$ cat src/rtl/bullet_pool_control_if.sv
// Handshake bundle between the bullet pool, its input sources and the draw logic.
interface bullet_pool_control_if #(
   parameter int unsigned NUM_BULLETS = 4
) ();
   logic                       load_level;
   logic                       play;
   logic                       fire;
   logic [7:0]                 player_x;
   logic [6:0]                 player_y;
   logic [NUM_BULLETS-1:0]     hit_mask;
   logic [8*NUM_BULLETS-1:0]   bullet_x;
   logic [7*NUM_BULLETS-1:0]   bullet_y;
   logic [NUM_BULLETS-1:0]     active;
   logic                       move;
   logic                       launched;

   // Game-side driver of the pool
   modport master (
      output load_level, play, fire, player_x, player_y, hit_mask,
      input  bullet_x, bullet_y, active, move, launched
   );

   // The bullet pool itself
   modport slave (
      input  load_level, play, fire, player_x, player_y, hit_mask,
      output bullet_x, bullet_y, active, move, launched
   );
endinterface

$ cat src/rtl/bullet_pool_control.sv
// Pool of independent upward-moving bullets with fire cooldown, optional auto-fire
// and per-slot hit clearing. All outputs are registered.
module bullet_pool_control #(
   parameter int unsigned NUM_BULLETS = 4,
   parameter int unsigned RATE_DIV    = 500000,
   parameter int unsigned COOLDOWN    = 250000,
   parameter bit          AUTO_FIRE   = 1'b0
) (
   input logic                     clk,
   input logic                     resetn,
   bullet_pool_control_if.slave    bus_io
);

   localparam int unsigned CntW = $clog2(RATE_DIV);
   localparam int unsigned CdW  = (COOLDOWN == 0) ? 1 : $clog2(COOLDOWN + 1);
   localparam logic [CntW-1:0] CntMax = CntW'(RATE_DIV - 1);
   localparam logic [CdW-1:0]  CdLoad = CdW'(COOLDOWN);

   logic [NUM_BULLETS-1:0]        active_q, active_d;
   logic [NUM_BULLETS-1:0][7:0]   x_q, x_d;
   logic [NUM_BULLETS-1:0][6:0]   y_q, y_d;
   logic [CntW-1:0]               cnt_q, cnt_d;
   logic [CdW-1:0]                cd_q, cd_d;
   logic                          fire_q;
   logic                          move_q, move_d;
   logic                          launched_q, launched_d;

   logic                          clear;
   logic                          req;
   logic                          grant;
   logic                          step;
   logic [NUM_BULLETS-1:0]        launch_oh;

   assign clear = !resetn || bus_io.load_level;
   assign req   = AUTO_FIRE ? bus_io.fire : (bus_io.fire & ~fire_q);
   assign grant = req & bus_io.play & (cd_q == '0) & ~(&active_q);
   assign step  = bus_io.play & (|active_q) & (cnt_q == CntMax);

   // Lowest-index free slot receives the launch (one-hot, empty when no grant)
   always_comb begin
      logic taken;
      taken     = 1'b0;
      launch_oh = '0;
      for (int i = 0; i < NUM_BULLETS; i++) begin
         if (!active_q[i] && !taken) begin
            launch_oh[i] = grant;
            taken        = 1'b1;
         end
      end
   end

   // Next state for counters, slots and pulses; everything holds while play is low
   always_comb begin
      active_d   = active_q;
      x_d        = x_q;
      y_d        = y_q;
      cnt_d      = cnt_q;
      cd_d       = cd_q;
      move_d     = 1'b0;
      launched_d = 1'b0;
      if (bus_io.play) begin
         if (!(|active_q) || step) begin
            cnt_d = '0;
         end else begin
            cnt_d = cnt_q + 1'b1;
         end
         if (grant) begin
            cd_d = CdLoad;
         end else if (cd_q != '0) begin
            cd_d = cd_q - 1'b1;
         end
         move_d     = step;
         launched_d = grant;
         for (int i = 0; i < NUM_BULLETS; i++) begin
            if (launch_oh[i]) begin
               // Slot was inactive, so neither hit nor step applies to it this cycle
               active_d[i] = 1'b1;
               x_d[i]      = bus_io.player_x + 8'd1;
               y_d[i]      = bus_io.player_y;
            end else if (bus_io.hit_mask[i] && active_q[i]) begin
               active_d[i] = 1'b0;
               x_d[i]      = '0;
               y_d[i]      = '0;
            end else if (step && active_q[i]) begin
               if (y_q[i] == '0) begin
                  active_d[i] = 1'b0;
                  x_d[i]      = '0;
               end else begin
                  y_d[i] = y_q[i] - 7'd1;
               end
            end
         end
      end
   end

   // State registers with synchronous reset / level reload
   always_ff @(posedge clk) begin
      if (clear) begin
         active_q   <= '0;
         x_q        <= '0;
         y_q        <= '0;
         cnt_q      <= '0;
         cd_q       <= '0;
         fire_q     <= 1'b0;
         move_q     <= 1'b0;
         launched_q <= 1'b0;
      end else begin
         active_q   <= active_d;
         x_q        <= x_d;
         y_q        <= y_d;
         cnt_q      <= cnt_d;
         cd_q       <= cd_d;
         // Tracked even while paused so a held button does not re-fire on resume
         fire_q     <= bus_io.fire;
         move_q     <= move_d;
         launched_q <= launched_d;
      end
   end

   assign bus_io.bullet_x = x_q;
   assign bus_io.bullet_y = y_q;
   assign bus_io.active   = active_q;
   assign bus_io.move     = move_q;
   assign bus_io.launched = launched_q;

endmodule

$ cat src/flat_wrapper.sv
// flat-port wrapper written by rule: the top's interface ports become plain ports
module bullet_pool_control_flat 
#(
   parameter int unsigned NUM_BULLETS = 4,
   parameter int unsigned RATE_DIV    = 500000,
   parameter int unsigned COOLDOWN    = 250000,
   parameter bit          AUTO_FIRE   = 1'b0
)
  (clk, resetn, bus_io_load_level, bus_io_play, bus_io_fire, bus_io_player_x, bus_io_player_y, bus_io_hit_mask, bus_io_bullet_x, bus_io_bullet_y, bus_io_active, bus_io_move, bus_io_launched);
  bullet_pool_control_if #(.NUM_BULLETS(NUM_BULLETS)) bus_io_i ();
  input logic clk;
  input logic resetn;
  input wire logic [$bits(bus_io_i.load_level)-1:0] bus_io_load_level;
  input wire logic [$bits(bus_io_i.play)-1:0] bus_io_play;
  input wire logic [$bits(bus_io_i.fire)-1:0] bus_io_fire;
  input wire logic [$bits(bus_io_i.player_x)-1:0] bus_io_player_x;
  input wire logic [$bits(bus_io_i.player_y)-1:0] bus_io_player_y;
  input wire logic [$bits(bus_io_i.hit_mask)-1:0] bus_io_hit_mask;
  output wire logic [$bits(bus_io_i.bullet_x)-1:0] bus_io_bullet_x;
  output wire logic [$bits(bus_io_i.bullet_y)-1:0] bus_io_bullet_y;
  output wire logic [$bits(bus_io_i.active)-1:0] bus_io_active;
  output wire logic [$bits(bus_io_i.move)-1:0] bus_io_move;
  output wire logic [$bits(bus_io_i.launched)-1:0] bus_io_launched;
  assign bus_io_i.load_level = bus_io_load_level;
  assign bus_io_i.play = bus_io_play;
  assign bus_io_i.fire = bus_io_fire;
  assign bus_io_i.player_x = bus_io_player_x;
  assign bus_io_i.player_y = bus_io_player_y;
  assign bus_io_i.hit_mask = bus_io_hit_mask;
  assign bus_io_bullet_x = bus_io_i.bullet_x;
  assign bus_io_bullet_y = bus_io_i.bullet_y;
  assign bus_io_active = bus_io_i.active;
  assign bus_io_move = bus_io_i.move;
  assign bus_io_launched = bus_io_i.launched;
  bullet_pool_control #(.NUM_BULLETS(NUM_BULLETS), .RATE_DIV(RATE_DIV), .COOLDOWN(COOLDOWN), .AUTO_FIRE(AUTO_FIRE)) u_core (.clk(clk), .resetn(resetn), .bus_io(bus_io_i));
endmodule
$ cat config.mk
export PLATFORM = sky130hd
export DESIGN_NAME = bullet_pool_control_flat
export DESIGN_NICKNAME = d
export VERILOG_FILES = /design/src/rtl/bullet_pool_control_if.sv /design/src/rtl/bullet_pool_control.sv /design/src/flat_wrapper.sv
export SDC_FILE = /design/constraint.sdc
export NUM_CORES = 1
export LEC_CHECK = 0
export ABC_AREA = 1
export BUFFER_PORTS_ARGS = -buffer_cell sky130_fd_sc_hd__buf_2
export CAP_MARGIN = 20
export CORE_AREA = 2 2 101 201
export CTS_CLUSTER_DIAMETER = 120
export DETAILED_ROUTE_END_ITERATION = 6
export DIE_AREA = 0 0 103 203
export GPL_TIMING_DRIVEN = 0
export PLACE_DENSITY_LB_ADDON = 0.3
export REMOVE_ABC_BUFFERS = 1
export SLEW_MARGIN = 25
export SYNTH_ARGS = -nofsm -noshare
export SYNTH_HDL_FRONTEND = slang
export SYNTH_SLANG_ARGS = --single-unit
$ cat constraint.sdc
create_clock -name clk -period 3.2 [get_ports clk]
set_input_delay 0 -clock clk [delete_from_list [all_inputs] [get_ports clk]]
set_output_delay 0 -clock clk [all_outputs]
set_load 0.01 [all_outputs]
## Yosys cells after proc, flatten, opt, wreduce, memory -nomap -nowiden

Cells that the tools add are included.

| cells by class | value |
|---|---|
| $add $sub $neg | 7 |
| eq/ne operators | 5 |
| multiplexer cells | 58 |
| bitwise operators | 9 |
| reductions and logical operators | 47 |

Operators with widths:

| cell | number |
|---|---|
| $mux W8 | 16 |
| $mux W7 | 16 |
| $mux W18 | 2 |
| $logic_not A7 Y1 | 4 |
| $sub A7 B1 Y7 const B | 4 |
| $reduce_and A3 Y1 | 8 |
| $reduce_bool A3 Y1 | 8 |
| $mux W1 | 23 |
| $add A19 B1 Y19 const B | 1 |
| $eq A19 B19 Y1 const B | 1 |
| $mux W19 | 1 |
| $logic_not A18 Y1 | 1 |
| $reduce_bool A18 Y1 | 1 |
| $sub A18 B1 Y18 const B | 1 |
| $ne A3 B1 Y1 const B | 4 |
| $logic_and A1 B1 Y1 | 11 |
| $add A8 B1 Y8 const B | 1 |
| $logic_not A1 Y1 | 7 |
| $and A1 B1 Y1 | 6 |
| $reduce_and A4 Y1 | 1 |
| $reduce_or A4 Y1 | 1 |
| $not A1 Y1 | 3 |
| $logic_or A1 B1 Y1 | 2 |
| $reduce_and A2 Y1 | 1 |
| 2 further kinds | 2 |

| word-level totals | value |
|---|---|
| flip-flop bits (word level) | 104 |
| word-level logic and storage cells | 143 |

## Depth between registers and ports, before layout

| depth | value |
|---|---|
| depth in word-level cells | 11 |
| gate-level depth with buffers | 13 |
| mapped depth without buffers | 12 |

## Worst setup path before layout

No wires, ideal clock.

| path | value |
|---|---|
| path type | register to register |
| from | reg u_core.cd_q[0] |
| to | reg u_core.y_q, in the netlist u_core.bus_io.bullet_y[23] |
| setup time | 113 ps |
| arrival | 1774 ps |
| required time | 3087 ps |
| setup slack | 1313 ps |
| stages on the path, launching flop included | 13 |
| buffers on the path | 1 |
| cells stage by stage | dfxtp_1 > inv_1 > ha_1 > nand2_1 > nor2_1 > nand3_2 > nor2_8 > nand3_2 > nand3_2 > nand3_2 > buf_6 > nor2_1 > nor2_1 |

| on the way | value |
|---|---|
| cells in the longest elaborated chain, start to end | 6 |
| elaborated cells on any way between the ends | 8 |

Ends and longest elaborated chain:

| element | line | RTL |
|---|---|---|
| start, declared | bullet_pool_control.sv:23 | `logic [CdW-1:0] cd_q, cd_d;` |
| start signal, assigned | bullet_pool_control.sv:103 | `cd_q <= '0;` |
| start signal, assigned | bullet_pool_control.sv:112 | `cd_q <= cd_d;` |
| $logic_not A18 Y1 (*) | bullet_pool_control.sv:36 | `assign grant = req & bus_io.play & (cd_q == '0) & ~(&active_q);` |
| $and A1 B1 Y1 (*) (2 in a row) | bullet_pool_control.sv:36 |  |
| $mux W1 (*) | bullet_pool_control.sv:45 | `if (!active_q[i] && !taken) begin` |
| $ne A3 B1 Y1 (no source line) or $reduce_bool A3 Y1 (tied branches) | -- |  |
| $reduce_and A3 Y1 (no source line) | -- |  |
| end signal, assigned | bullet_pool_control.sv:110 | `y_q <= y_d;` |
| end, declared | bullet_pool_control.sv:21 | `logic [NUM_BULLETS-1:0][6:0] y_q, y_d;` |

Every way passes the cells marked *; elsewhere a longest branch is shown, timed or not.
A chain may end at the register's enable or synchronous reset.

## Worst setup path in the final report

| path | value |
|---|---|
| from | reg u_core.cnt_q[0] |
| to | reg u_core.x_q, in the netlist u_core.bus_io.bullet_x[17] |

| on the way | value |
|---|---|
| cells in the longest elaborated chain, start to end | 5 |

Ends and longest elaborated chain:

| element | line | RTL |
|---|---|---|
| start, declared | bullet_pool_control.sv:22 | `logic [CntW-1:0] cnt_q, cnt_d;` |
| start signal, assigned | bullet_pool_control.sv:111 | `cnt_q <= cnt_d;` |
| $eq A19 B19 Y1 | bullet_pool_control.sv:37 | `assign step = bus_io.play & (\|active_q) & (cnt_q == CntMax);` |
| $and A1 B1 Y1 | bullet_pool_control.sv:37 |  |
| $logic_and A1 B1 Y1 | bullet_pool_control.sv:84 | `end else if (step && active_q[i]) begin` |
| $reduce_bool A3 Y1 (no source line) | -- |  |
| $reduce_and A3 Y1 (no source line) | -- |  |
| end signal, assigned | bullet_pool_control.sv:100 | `x_q <= '0;` |
| end signal, assigned | bullet_pool_control.sv:109 | `x_q <= x_d;` |
| end, declared | bullet_pool_control.sv:20 | `logic [NUM_BULLETS-1:0][7:0] x_q, x_d;` |

No other way between the ends.

==> reports/results.tsv <==
stage	metric	value	unit
status	status	completed	
clock_tree	Max Buffers Root-to-Sink	2	
sta	setup repair after global routing missed its margin	false	
global_routing	antenna violations before repair	1	
power_and_ir_drop	sequential power share	34.2	%
sta	Worst Tran Pin Value	597	ps
clock_tree	CTS H-tree depth	3	
routing	Post-route DRC	0	
sta	fmax	410	MHz
finish	Syn-to-layout area delta	18.0	%
floorplanning	IO Count	90	
clock_tree	hold_buf cts	2	
clock_tree	worst skew pair latency	350	ps
logic_synthesis	Synth Register Bits	104	
finish	fraction of layout cells with a size suffix above 1	16.3	%
place	DP Area	0.00645	mm2
logic_synthesis	Yosys cell types	39	
finish	number of nets in the layout	956	
finish	most frequent cells in the layout	nand2_1, nor2_1, dfxtp_1	
clock_tree	CTS root buf	clkbuf_16	
worst_setup_path	CP Capture Type	flip-flop	
worst_setup_path	crit start category	flip-flop	
floorplanning	die area	0.0209	mm2
place	IO buf count	89	
sta	Sum Neg Setup Slack	0	ps
routing	initial DRC count	208	
power_and_ir_drop	Sw Ratio	40.3	%
sta	Slew Limit Headroom	60.2	%
finish	fin area	0.00677	mm2
power_and_ir_drop	Power Density	640	mW/mm2
global_routing	largest net degree at the start of global routing	41	
power_and_ir_drop	total power	4.34	mW
logic_synthesis	synthesized instance count	834	
power_and_ir_drop	Cell Int Power	2.59	mW
routing	WL final	16300	um
clock_tree	Post-CTS Setup Repair Bufs	0	
place	GPL Wtd Cong	0.840	
sta	Clock Skews	9.41	ps
clock_tree	CTS buffer count	9	
routing	vias per cell	4.56	
floorplanning	die width	103	um
global_routing	vias in the first global route	5408	
global_routing	first-pass GRT wire length	26400	um
floorplanning	die height	203	um
power_and_ir_drop	peak supply drop	0.000250	V
clock_tree	CTS tree	built	
power_and_ir_drop	Clock Power Share	26.2	%
sta	fin crit share	76.2	%
power_and_ir_drop	leakage	3.26	nW
logic_synthesis	top post-synthesis cells by area	dfxtp_1, nand2_1, nor2_1, inv_1, a21oi_1	
worst_setup_path	required time worst endpoint	3430	ps
logic_synthesis	Post-Syn Area per Cell	6.88	um2
floorplanning	Core Footprint	0.0193	mm2
worst_hold_path	Hold Crit Class	input port to flip-flop	
run	max_cap viols	0	
global_routing	total congestion overflow	0	
logic_synthesis	share of the synthesized area in the top cell type	36.3	%
clock_tree	CTS sink cnt	104	
sta	minimum clock period	2440	ps
worst_setup_path	class of the most critical setup path	flip-flop to flip-flop	
finish	commonest non-fill, non-tap cell in the layout	nand2_1	
floorplanning	Starting Density	29.8	%
worst_setup_path	WP data arrival	2670	ps
sta	count of final hold-check violations	0	
routing	antenna-violating nets left	0	
finish	Antenna diodes	0	
sta	Pins Over Slew Limit	0	
floorplanning	site row count	72	
sta	final hold slack	14.6	ps
logic_synthesis	sequential share of the synthesized area	36.3	%
power_and_ir_drop	NetSw	1.75	mW
clock_tree	CTS clk-pin slew, worst paths	70	ps
logic_synthesis	largest area contributor in the netlist	dfxtp_1	
clock_tree	cells resized by post-CTS repair	0	
logic_synthesis	Post-Synthesis Cell Area	0.00574	mm2
sta	Final setup violation count	0	
worst_setup_path	peak fanout along the critical path	9	
place	Post-DP HPWL	12600	um
routing	drt first pass iters	5	
logic_synthesis	Synth Warn #	0	
global_routing	Overall Global Routing Usage	16.3	%
power_and_ir_drop	power share of the combinational group	39.7	%
routing	vias	5400	
finish	Fillers	2193	
routing	WL/cell	13.8	um
## registers in the layout (all words and copies together), names as in the netlist
register and count:
u_core.cd_q 18, u_core.bus_io.active 4, u_core.cnt_q 19, u_core.bus_io.bullet_x 32
u_core.bus_io.launched 1, u_core.fire_q 1, u_core.bus_io.move 1, u_core.bus_io.bullet_y 28
## cells by family after synthesis
kind of cell             synth area share [%]
AND/OR/NAND/NOR                          37.9
buffers and inverters                    8.06
flip-flops                               36.3
adder cells (fa/ha/maj)                  2.40
AO/OA/AOI/OAI                            9.15
XOR/XNOR                                 6.26
## cells in the mapped netlist, drive strengths merged
master / n
nand2: 232
nor2: 143
dfxtp: 104
inv: 93
a21oi: 55
nand3: 47
xor2: 31
nand4: 19
o21ai: 19
o22ai: 17
nor3: 14
buf: 12
ha: 11
xnor2: 10
clkbuf: 5
nand3b: 5
or2: 5
nor3b: 3
nor4: 3
a31oi: 2
clkinv: 1
o211a: 1
o21a: 1
o21bai: 1
## layer usage
metal	wire length (um)	vias to the layer above	global-route usage (%)	share of wire [%]
li1	-	2833	-	-
met1	6030	2464	16.2	37
met2	9260	72	31.1	57
met3	460	29	2.93	2.8
met4	570	2	7.52	3.5
met5	11	-	0	0.067
## final timing paths
| kind | endpoint | depth (start not counted) | from | slack [ps] |
|---|---|---|---|---|
| hold reg to reg | u_core.bus_io.bullet_x[20] | 2 | u_core.bus_io.bullet_x[20] | 460 |
| hold / removal | u_core.bus_io.bullet_x[16] | 4 | bus_io_player_x[0] | 10 |
| setup / recovery | u_core.bus_io.bullet_x[17] | 10 | u_core.cnt_q[0] | 760 |
| setup reg to reg | u_core.bus_io.bullet_x[17] | 10 | u_core.cnt_q[0] | 760 |
## layout make-up
type	count	area, um2	area share, %
clock inverters	3	42.5	0.628
clock buffers	11	253	3.73
repair buffers	93	513	7.57
inverters	94	353	5.21
multi-input cells	619	3210	47.3
flip-flops and latches	104	2080	30.7
well taps	259	324	4.78
## power groups by stage
stage	sequential (mW)	clock (mW)	combinational, mW
4_1_cts	1.48	1.17	1.73
2_1_floorplan	1.49	0	1.35
3_5_place_dp	1.51	0	1.73
3_3_place_gp	1.51	0	1.70
6_report	1.48	1.13	1.72
5_1_grt	1.50	1.23	1.93
## metrics by stage
stage	cells	utilization, %	setup slack [ps]
2_1_floorplan	817	-	625
3_3_place_gp	1165	33.2	-1570
3_5_place_dp	1167	33.5	554
4_1_cts	1183	35.1	538
5_1_grt	1183	35.1	471
6_report	1183	35.1	763
## critical path, cell delays in order (launching register included)
cell	delay [ps]
dfxtp_1	380
ha_1	200
nand3_1	110
nor2_1	210
nand3_1	130
nor2_1	410
nand2_1	120
nand3_2	140
nand3_1	360
nand2_1	180
a21oi_1	80
(Power assumes the default switching activity.)
